===== config.mk =====
export PLATFORM = sky130hd
export DESIGN_NAME = can_bit_destuff
export DESIGN_NICKNAME = d
export VERILOG_FILES = /design/src/rtl/can_pkg.sv /design/src/rtl/can_run_cnt.sv /design/src/rtl/can_bit_destuff.sv
export SDC_FILE = /design/constraint.sdc
export NUM_CORES = 1
export LEC_CHECK = 0
export CAP_MARGIN = 5
export CORE_AREA = 2 2 57 59
export DETAILED_ROUTE_END_ITERATION = 10
export DIE_AREA = 0 0 59 61
export PLACE_DENSITY = 0.58
export SKIP_LAST_GASP = 1
export SYNTH_ARGS = -nofsm -noshare
export SYNTH_HDL_FRONTEND = slang
export SYNTH_HIERARCHICAL = 1
export SYNTH_SLANG_ARGS = --single-unit

===== constraint.sdc =====
create_clock -name clk -period 5 [get_ports clk]
set_input_delay 1 -clock clk [delete_from_list [all_inputs] [get_ports clk]]
set_output_delay 1 -clock clk [all_outputs]
set_load 0.05 [all_outputs]

===== src/rtl/can_pkg.sv =====
// Shared CAN bit-level definitions: FSM state encoding and default run length.
package can_pkg;

  // Number of equal consecutive bits after which a stuff bit is inserted.
  localparam int unsigned RUN_LEN_DEF = 5;

  // Destuffer FSM states.
  typedef enum logic [1:0] {
    IDLE  = 2'd0,
    RUN   = 2'd1,
    STUFF = 2'd2,
    ERR   = 2'd3
  } destuff_state_t;

endpackage


===== src/rtl/can_run_cnt.sv =====
// Run-length tracker: remembers the last bit and how many equal bits in a row
// have been seen. Shared between the destuffer and the stuffing transmitter.
module can_run_cnt
  import can_pkg::*;
#(
  parameter int unsigned RUN_LEN = RUN_LEN_DEF
) (
  input  logic clk,
  input  logic rst_n,
  input  logic clr,       // drop the run: run=0, last_bit=recessive
  input  logic restart,   // start a new run with din (run=1)
  input  logic advance,   // extend the run if din matches, else restart it
  input  logic din,
  output logic same,      // din equals the remembered last bit
  output logic hit        // run after this cycle's update equals RUN_LEN
);

  localparam int unsigned RW = $clog2(RUN_LEN + 1);

  logic          last_bit, last_bit_nx;
  logic [RW-1:0] run, run_nx;

  assign same = (din == last_bit);
  assign hit  = (run_nx == RW'(RUN_LEN));

  // Next run/last_bit; run saturates at RUN_LEN so it can never wrap.
  always_comb begin
    run_nx      = run;
    last_bit_nx = last_bit;
    if (clr) begin
      run_nx      = '0;
      last_bit_nx = 1'b1;
    end else if (restart) begin
      run_nx      = RW'(1);
      last_bit_nx = din;
    end else if (advance) begin
      if (same) begin
        if (run != RW'(RUN_LEN)) run_nx = run + RW'(1);
      end else begin
        run_nx      = RW'(1);
        last_bit_nx = din;
      end
    end
  end

  // Run state register.
  always_ff @(posedge clk or negedge rst_n) begin
    if (!rst_n) begin
      run      <= '0;
      last_bit <= 1'b1;
    end else begin
      run      <= run_nx;
      last_bit <= last_bit_nx;
    end
  end

endmodule


===== src/rtl/can_bit_destuff.sv =====
// CAN bit destuffer: removes the complementary bit inserted after every
// RUN_LEN equal bits, counts removed stuff bits and flags stuff violations.
module can_bit_destuff
  import can_pkg::*;
#(
  parameter int unsigned RUN_LEN = RUN_LEN_DEF,
  parameter int unsigned CNT_W   = 8
) (
  input  logic             clk,
  input  logic             rst_n,
  input  logic             en,
  input  logic             din,
  input  logic             din_valid,
  output logic             dout,
  output logic             dout_valid,
  output logic             stuff_err,
  output logic [CNT_W-1:0] stuff_cnt
);

  destuff_state_t state, state_nx;

  logic acc;
  logic fwd, set_err, inc_cnt;
  logic rc_clr, rc_restart, rc_advance;
  logic same, hit;

  assign acc = en & din_valid;

  can_run_cnt #(
    .RUN_LEN (RUN_LEN)
  ) u_run (
    .clk     (clk),
    .rst_n   (rst_n),
    .clr     (rc_clr),
    .restart (rc_restart),
    .advance (rc_advance),
    .din     (din),
    .same    (same),
    .hit     (hit)
  );

  // FSM state register.
  always_ff @(posedge clk or negedge rst_n) begin
    if (!rst_n) state <= IDLE;
    else        state <= state_nx;
  end

  // Next state and per-cycle control; en=0 overrides any accepted bit.
  always_comb begin
    state_nx   = state;
    fwd        = 1'b0;
    set_err    = 1'b0;
    inc_cnt    = 1'b0;
    rc_clr     = 1'b0;
    rc_restart = 1'b0;
    rc_advance = 1'b0;
    if (!en) begin
      state_nx = IDLE;
      rc_clr   = 1'b1;
    end else if (acc) begin
      unique case (state)
        IDLE: begin
          fwd        = 1'b1;
          rc_restart = 1'b1;
          state_nx   = RUN;
        end
        RUN: begin
          fwd        = 1'b1;
          rc_advance = 1'b1;
          if (hit) state_nx = STUFF;
        end
        STUFF: begin
          if (same) begin
            set_err  = 1'b1;
            state_nx = ERR;
          end else begin
            rc_restart = 1'b1;
            inc_cnt    = 1'b1;
            state_nx   = RUN;
          end
        end
        ERR: state_nx = ERR;
        default: state_nx = IDLE;
      endcase
    end
  end

  // Registered outputs; dout holds its value between forwarded bits.
  always_ff @(posedge clk or negedge rst_n) begin
    if (!rst_n) begin
      dout       <= 1'b1;
      dout_valid <= 1'b0;
      stuff_err  <= 1'b0;
      stuff_cnt  <= '0;
    end else if (!en) begin
      dout_valid <= 1'b0;
      stuff_err  <= 1'b0;
      stuff_cnt  <= '0;
    end else begin
      dout_valid <= fwd;
      if (fwd) dout <= din;
      if (set_err) stuff_err <= 1'b1;
      if (inc_cnt && (stuff_cnt != '1)) stuff_cnt <= stuff_cnt + CNT_W'(1);
    end
  end

endmodule


# Word-level counts from Yosys, hierarchy flattened

Cells that the tools add are included.

Register bits after elaboration: 17
Input port bits: 5
Output and inout bits: 11
Logic and storage cells: 65

$add $sub $neg: 2
Eq/ne operators: 13
Multiplexer cells: 36
Bitwise operators: 1
Reductions and logical operators: 6

Operator list:

| cell                                                   | count |
|---|---|
| two-way mux 1 bit                                      | 23 |
| two-way mux 8 bit                                      | 2 |
| two-way mux 3 bit                                      | 5 |
| inequality test 3 bit (second input constant)          | 3 |
| adder 8 x 1 -> 8 bit (second input constant)           | 1 |
| two-way mux 2 bit                                      | 4 |
| inequality test 8 bit (second input constant)          | 1 |
| case mux 2 bit (4 select lines)                        | 1 |
| inequality test 2 x 1 -> 1 bit (second input constant) | 3 |
| AND reduction 2 bit                                    | 3 |
| equality test 2 bit (second input constant)            | 2 |
| adder 3 x 1 -> 3 bit (second input constant)           | 1 |
| equality test 3 bit (second input constant)            | 1 |
| inequality test 3 x 1 -> 1 bit (second input constant) | 1 |
| equality test 2 x 1 -> 1 bit (second input constant)   | 1 |
| logical NOT 2 bit                                      | 1 |
| case mux 1 bit (2 select lines)                        | 1 |
| OR reduction 2 bit                                     | 1 |
| AND 1 bit                                              | 1 |
| equality test 1 bit                                    | 1 |
| logical AND 1 bit                                      | 1 |

# Depth between registers and ports, before layout

Gate-level depths: netlist of run 1.

Depth after elaboration: 12
Mapped depth: 9
Gate-level depth less buffers: 9

# Cells and area by module

The synthesis of run 1 kept the hierarchy.

By module, submodules not included:

| module          | times used | cells an instance | area an instance (um^2) | sequential area each (um^2) |
|---|---|---|---|---|
| can_bit_destuff | 1          | 71                | 730.7                   | 326.6 |
| can_run_cnt     | 1          | 28                | 285.3                   | 101.3 |

# Worst setup path after synthesis of run 1

OpenSTA, ideal clock, no wires.

Path kind: input to register
Start: input en
End: register state[1]
Setup time: 0.077 ns
Data arrival time: 2.734 ns
Required time: 4.923 ns
Path slack: 2.188 ns
Stages: 9
Path buffers: 0
Cells stage by stage: inv_2 nor4_1 a21boi_4 nand3b_1 a2111oi_2 nand2_1 nand2_1 nand2_1 a21oi_1

Word-level cells in the longest chain between the ends: 9
Elaborated cells on any way between the ends: 13
Classes of those cells: eq/ne: 3; mux: 8; bitwise: 1; reduce/logical: 1

Ends and longest elaborated chain:

| item                                       | RTL line              | text |
|---|---|---|
| from (decl)                                | can_bit_destuff.sv:11 | `input logic en,` |
| AND 1 bit                                  | can_bit_destuff.sv:27 | `assign acc = en & din_valid;` |
| two-way mux 1 bit                          | can_bit_destuff.sv:60 | `end else if (acc) begin` |
| two-way mux 1 bit (*)                      | can_bit_destuff.sv:57 | `if (!en) begin` |
| net rc_advance                             | can_bit_destuff.sv:24 | `logic rc_clr, rc_restart, rc_advance;` |
| two-way mux 3 bit (*)                      | can_run_cnt.sv:36     | `end else if (advance) begin` |
| two-way mux 3 bit (*)                      | can_run_cnt.sv:33     | `end else if (restart) begin` |
| two-way mux 3 bit (*)                      | can_run_cnt.sv:30     | `if (clr) begin` |
| equality test 3 bit (*)                    | can_run_cnt.sv:24     | `assign hit = (run_nx == RW'(RUN_LEN));` |
| net hit                                    | can_bit_destuff.sv:25 | `logic same, hit;` |
| inequality test 3 bit (no source line) (*) | n/a                   |  |
| AND reduction 2 bit (no source line) (*)   | n/a                   |  |
| to (signal assigned)                       | can_bit_destuff.sv:45 | `else state <= state_nx;` |
| to (decl)                                  | can_bit_destuff.sv:20 | `destuff_state_t state, state_nx;` |

The timed path passes the listed nets; every way through them passes the cells marked *.
A chain may end at the register's enable or synchronous reset.

# Final worst setup path of run 1

Same ends and word-level chain as after synthesis.

==> out/metrics.cfg, run 1 <==
[timing]
period_needed_ns=3.70
worstMarginPinSlew_ns=0.955
setup_viol=0
fin_setup_tns_ns=0
hold_viol_final=0
rsz0062_at_grt=no
fin_crit_sh_pct=74.0
fmax_mhz=270
fin_skew_ns=0.000803
timing.hold.ws_ns=0.498
slew_headroom_pct=35.7
maxSlewViolCount=0
fin_ws_ns=1.30

[worst_hold_path]
hold_path_startpoint=u_run/last_bit
min_to=u_run/last_bit
min_path_cells=2
hp-class=register to register

[worst_setup_path]
cp.required_ns=5.21
crit_top_cell=nand2_1
worstPathCellList=clkdlybuf4s50_1, inv_2, nor4_1, a21boi_4, nand3b_1, a2111oi_2, nand2_1, nand2_1, nand2_1, a21oi_1
cp.arrival_ns=3.91
reg2reg_slack_ns=2.42
cp_num_cells=10
slowest_delay_ns=0.86
start_kind=primary input
cp.buffers_inverters=2
path_class=primary input to register
r2r-start=state[0]
cp-end-kind=register
cpMaxStageDelayCell=nor4_1
r2r_end=state[1]
crit_fanout=11
critPathTopFamily=simple AND/OR/NAND/NOR gates
worst_r2r_path_depth=9

[logic_synthesis]
yosys_warnings=6
ys_types=43
syn_nets=107
synth-seq-cells=17
synthesis.area_um2=1020
avgSynthCellArea_um2=10.3
synth_edf_count=0
ys_seq_area_share_pct=42.1
ys.flop_type=dfrtp_1
synth-async-reset-ratio_pct=100
syn_inst=99

[final_layout]
num_antenna_cells=0
final_cell_mix=15 x dfrtp_1, 15 x clkdlybuf4s50_1, 10 x nand2_1
layout-drive-gt1-share_pct=17.1
synthToLayoutAreaGrowth_pct=20.8
n_fill_cell=316
fin_nets=126
fin_util_pct=41.6

[clocking]
htree_levels=1
cts_buffer_depth=2
clkLatencyLatePin_ns=0.28
clock_sinks=17
numCtsBuffers=3
cts_root_buf=clkbuf_4
cts_tree=done
post_cts_resized=0
cts.clk_slew.worst_paths_ns=0.10
postCtsSetupBuffers=0
postCtsHoldBufs=0

[place]
io_buffers=15
place_congestion=0.911
dpl_worst_slack_ns=1.06
dp_hpwl_um=1650

[global_routing]
antenna_found_initial=0
grtUsageTotal_pct=13.4
grt_max_degree=18
grt_pass1_wl_um=3660
grt_pass1_vias=823
gr-total-overflow=0

[power_and_ir_drop]
p_leak_nw=0.486
power_mw=0.254
power_density_nw_per_um2=207
ir_drop_v=0.0000922

[route]
ant_nets=0
wire_per_inst_um=14.2
dr_total_vias=824
detail_route.iter0.violations=42
viasPerCell=5.49
drc=0
first_pass_iters=4
wl_um=2130

[job]
cap_violations=0

[floorplan]
chipWidth_um=59
fp.dieArea_um2=3600
core_area_um2=2950
row_count=20
die_h_um=61
ioPinCount=16
start_util_pct=34.4

[outcome]
status=completed

stage by stage:
stage / area, µm² / cells
2_1_floorplan: 1020 / 99
3_3_place_gp: 1200 / 146
3_5_place_dp: 1200 / 146
4_1_cts: 1230 / 150
5_1_grt: 1230 / 150
6_report: 1230 / 150
power by group:
part           switching [mW]  internal, mW
logic                  0.0230        0.0145
registers             0.00320         0.143
clock network          0.0411        0.0297
total                  0.0674         0.187
cell type report:
type	instances	area, µm²	area share [%]
flip-flops and latches	17	428	34.9
repair buffers	15	150	12.2
clock buffers	3	22.5	1.83
clock inverters	1	5.00	0.408
well taps	33	41.3	3.36
inverters	6	22.5	1.83
multi-input cells	75	558	45.5
worst register-to-register path, stage by stage, from the launching register on:
cell and delay (ns):
dfrtp_1 0.41, inv_1 0.07, nor4_1 0.81, a21boi_4 0.35
nand3b_1 0.12, a2111oi_2 0.37, nand2_1 0.09, nand2_1 0.07
nand2_1 0.05, a21oi_1 0.16
per-layer routing:
metal,global-route usage [%],share of wire [%]
met5,0,0
met4,4.87,0.56
met3,2.56,3.1
met2,23.7,51
met1,16.3,45
registers in the layout, indices dropped and copies added (netlist names):
name            count
state               2
stuff_cnt           8
u_run/run           3
u_run/last_bit      1
dout                1
dout_valid          1
stuff_err           1
cells in the mapped netlist, types with 2 or more instances:
cell type | instances | area [µm²]
o21ai_0 | 5 | 25.0
nor2_1 | 6 | 22.5
ha_1 | 3 | 37.5
dfstp_2 | 2 | 52.6
a21oi_1 | 8 | 40.0
a22o_1 | 2 | 17.5
inv_1 | 5 | 18.8
nand3b_1 | 2 | 15.0
nand2_1 | 10 | 37.5
a41oi_1 | 2 | 17.5
nand3_1 | 3 | 15.0
dfrtp_1 | 15 | 375
nor3_1 | 6 | 30.0
worst max-delay path by stage:
stage,startpoint,end,slack (ns)
floorplan,en,state[1],2.19
global placement,en,state[1],1.24
detailed placement,en,state[1],1.06
CTS,en,state[1],1.33
global route,en,state[1],0.98
finish,en,state[1],1.30
cells by family after synthesis:
logic type	share of synthesized area, %
compound gates	25.4
xor+xnor	1.72
fa+ha+maj	3.69
buf+inv	2.96
flops	42.1
mux	2.09
simple gates	22.0
Note: power is estimated with default switching activity, not from simulation.
==> inputs of run 2 (changes only) <==
--- a/config.mk
+++ b/config.mk
@@ -9,7 +9,7 @@
 export CORE_AREA = 2 2 57 59
 export DETAILED_ROUTE_END_ITERATION = 10
 export DIE_AREA = 0 0 59 61
-export PLACE_DENSITY = 0.58
+export PLACE_DENSITY = 0.6
 export SKIP_LAST_GASP = 1
 export SYNTH_ARGS = -nofsm -noshare
 export SYNTH_HDL_FRONTEND = slang
==> constraint.sdc (replaced) <==
create_clock -name clk -period 3.1 [get_ports clk]
set_input_delay 0.62 -clock clk [delete_from_list [all_inputs] [get_ports clk]]
set_output_delay 0.62 -clock clk [all_outputs]
set_load 0.05 [all_outputs]
==> run 2 against run 1 <==
  * Via count grew 4.0%
  * Wire length grew 1.4%
  * Count of clock-buffer cells in the layout grew 1
  * Sequential share of layout area shrank 0.59 points
  * Global-route usage grew 0.96 points
  * Die area is the same
  * Setup slack lost 0.76 ns
  * Hold slack gained 0.0031 ns
  * Register-to-register slack lost 1.4 ns
==> out/metrics.cfg, run 2 (synthesis results as in run 1) <==
[outcome]
status=completed

[power_and_ir_drop]
power_mw=0.425  ; +67%
power_density_nw_per_um2=340  ; +64%
ir_drop_v=0.000233  ; +150%
p_leak_nw=0.498  ; +2.5%

[global_routing]
grt_pass1_vias=816  ; -0.85%
antenna_found_initial=0  ; unchanged
grtUsageTotal_pct=14.3  ; +0.96 points
grt_max_degree=18  ; unchanged
grt_pass1_wl_um=3900  ; +6.6%
gr-total-overflow=0  ; unchanged

[final_layout]
layout-drive-gt1-share_pct=18.3  ; +1.2 points
n_fill_cell=305  ; -3.5%
regMostFlops=stuff_cnt
fin_util_pct=42.3  ; +0.72 points
largest_reg_flops=8  ; unchanged
synthToLayoutAreaGrowth_pct=22.9
num_antenna_cells=0  ; unchanged
final_cell_mix=15 x dfrtp_1, 15 x clkdlybuf4s50_1, 10 x nand2_1
top_regs=stuff_cnt: 8 flops, u_run/run: 3 flops, state: 2 flops
fin_nets=129  ; +2.4%

[worst_setup_path]
cp.buffers_inverters=2  ; unchanged
worst_r2r_path_depth=9  ; unchanged
r2r-start=state[0]
cp.required_ns=3.33  ; -1.88 ns
path_class=primary input to register
start_kind=primary input
reg2reg_slack_ns=1.01  ; -1.41 ns
slowest_delay_ns=0.61  ; -0.25 ns
crit_top_cell=nand2_1
critPathTopFamily=compound AO/OA/AOI/OAI gates
worstPathCellList=clkdlybuf4s50_1, inv_1, nor4_1, a21boi_4, nand3b_1, a2111oi_2, nand2_1, nand2_1, nand2_1, a21oi_1
crit_fanout=6  ; -5
r2r_end=state[1]
cp.arrival_ns=2.79  ; -1.12 ns
cpMaxStageDelayCell=clkdlybuf4s50_1
cp-end-kind=register

[route]
first_pass_iters=4  ; unchanged
drc=0  ; unchanged
wire_per_inst_um=14.1  ; -0.58%
wl_um=2160  ; +1.4%
ant_nets=0  ; unchanged
detail_route.iter0.violations=37  ; -12%
viasPerCell=5.60  ; +2.0%
dr_total_vias=857  ; +4.0%

[timing]
fin_skew_ns=0.00483  ; +0.00403 ns
fin_ws_ns=0.540  ; -0.760 ns
fmax_mhz=391
rsz0062_at_grt=no
slew_headroom_pct=48.5  ; +13 points
worstMarginPinSlew_ns=0.770  ; -0.185 ns
setup_viol=0  ; unchanged
hold_viol_final=0  ; unchanged
fin_setup_tns_ns=0  ; unchanged
period_needed_ns=2.56
maxSlewViolCount=0  ; unchanged
fin_crit_sh_pct=82.6

[clocking]
numCtsBuffers=3  ; unchanged
postCtsSetupBuffers=0  ; unchanged
clkLatencyLatePin_ns=0.30  ; +0.02 ns
postCtsHoldBufs=0  ; unchanged
htree_levels=1  ; unchanged
clock_sinks=17  ; unchanged
post_cts_resized=0  ; unchanged
cts_buffer_depth=2  ; unchanged
cts_root_buf=clkbuf_4
cts_tree=done
cts.clk_slew.worst_paths_ns=0.11  ; about the same

[place]
dp_hpwl_um=1600  ; -3.0%
io_buffers=15  ; unchanged
place_congestion=0.839  ; -7.8%
dpl_worst_slack_ns=0.255  ; -0.808 ns

[floorplan]
start_util_pct=34.4  ; unchanged
fp.dieArea_um2=3600  ; unchanged
ioPinCount=16  ; unchanged
die_h_um=61  ; unchanged
chipWidth_um=59  ; unchanged
row_count=20  ; unchanged
core_area_um2=2950  ; unchanged

[job]
cap_violations=0  ; unchanged

[worst_hold_path]
min_to=u_run/last_bit
hp-class=register to register
min_path_cells=2  ; unchanged
hold_path_startpoint=u_run/last_bit

[run 2: final cells by class]
cell class / instances / area, µm² / area share (%)
Clock buffer: 4 / 26.3 / 2.10
Inverter: 6 / 22.5 / 1.80
Multi-Input combinational cell: 75 / 558 / 44.7
Sequential cell: 17 / 428 / 34.3
Tap cell: 33 / 41.3 / 3.31
Timing Repair Buffer: 18 / 173 / 13.8
[run 2: layer usage]
| metal | track usage (%) | vias up | part of all wire [%] | wire, µm |
|---|---|---|---|---|
| li1 | - | 419 | - | - |
| met1 | 17.8 | 400 | 45 | 975 |
| met2 | 22.9 | 32 | 46 | 996 |
| met3 | 5.54 | 6 | 6.7 | 144 |
| met4 | 5.19 | 0 | 1.9 | 41 |
| met5 | 0 | - | 0 | 0 |
[run 2: how the worst max path moves through the flow]
stage                   start        to  slack, ns  cells past startpoint
global placement    din_valid  state[1]       0.36                     10
finish              din_valid  state[1]       0.54                     10
global route        din_valid  state[1]       0.33                     10
detailed placement  din_valid  state[1]       0.25                     10
floorplan                  en  state[1]       0.67                      9
CTS                 din_valid  state[1]       0.55                     10
[run 2: worst reg2reg max path, stage by stage (launching register included)]
cell	delay [ns]
dfrtp_1	0.42
inv_1	0.08
nor4_1	0.39
a21boi_4	0.29
nand3b_1	0.11
a2111oi_2	0.39
nand2_1	0.09
nand2_1	0.07
nand2_1	0.05
a21oi_1	0.14
[run 2: stage by stage]
stage	area [µm²]	cells	hold WS (ns)
4_1_cts	1250	153	0.506
2_1_floorplan	1020	99	0.324
6_report	1250	153	0.501
3_5_place_dp	1220	149	0.493
5_1_grt	1250	153	0.538
3_3_place_gp	1220	149	0.478
[run 2: where the power goes]
group / leakage, nW / internal (mW) / total, mW / switching (mW)
registers: 0.227 / 0.230 / 0.235 / 0.00524
logic: 0.256 / 0.0257 / 0.0636 / 0.0380
clock network: 0.0150 / 0.0502 / 0.126 / 0.0760
total: 0.498 / 0.306 / 0.425 / 0.119
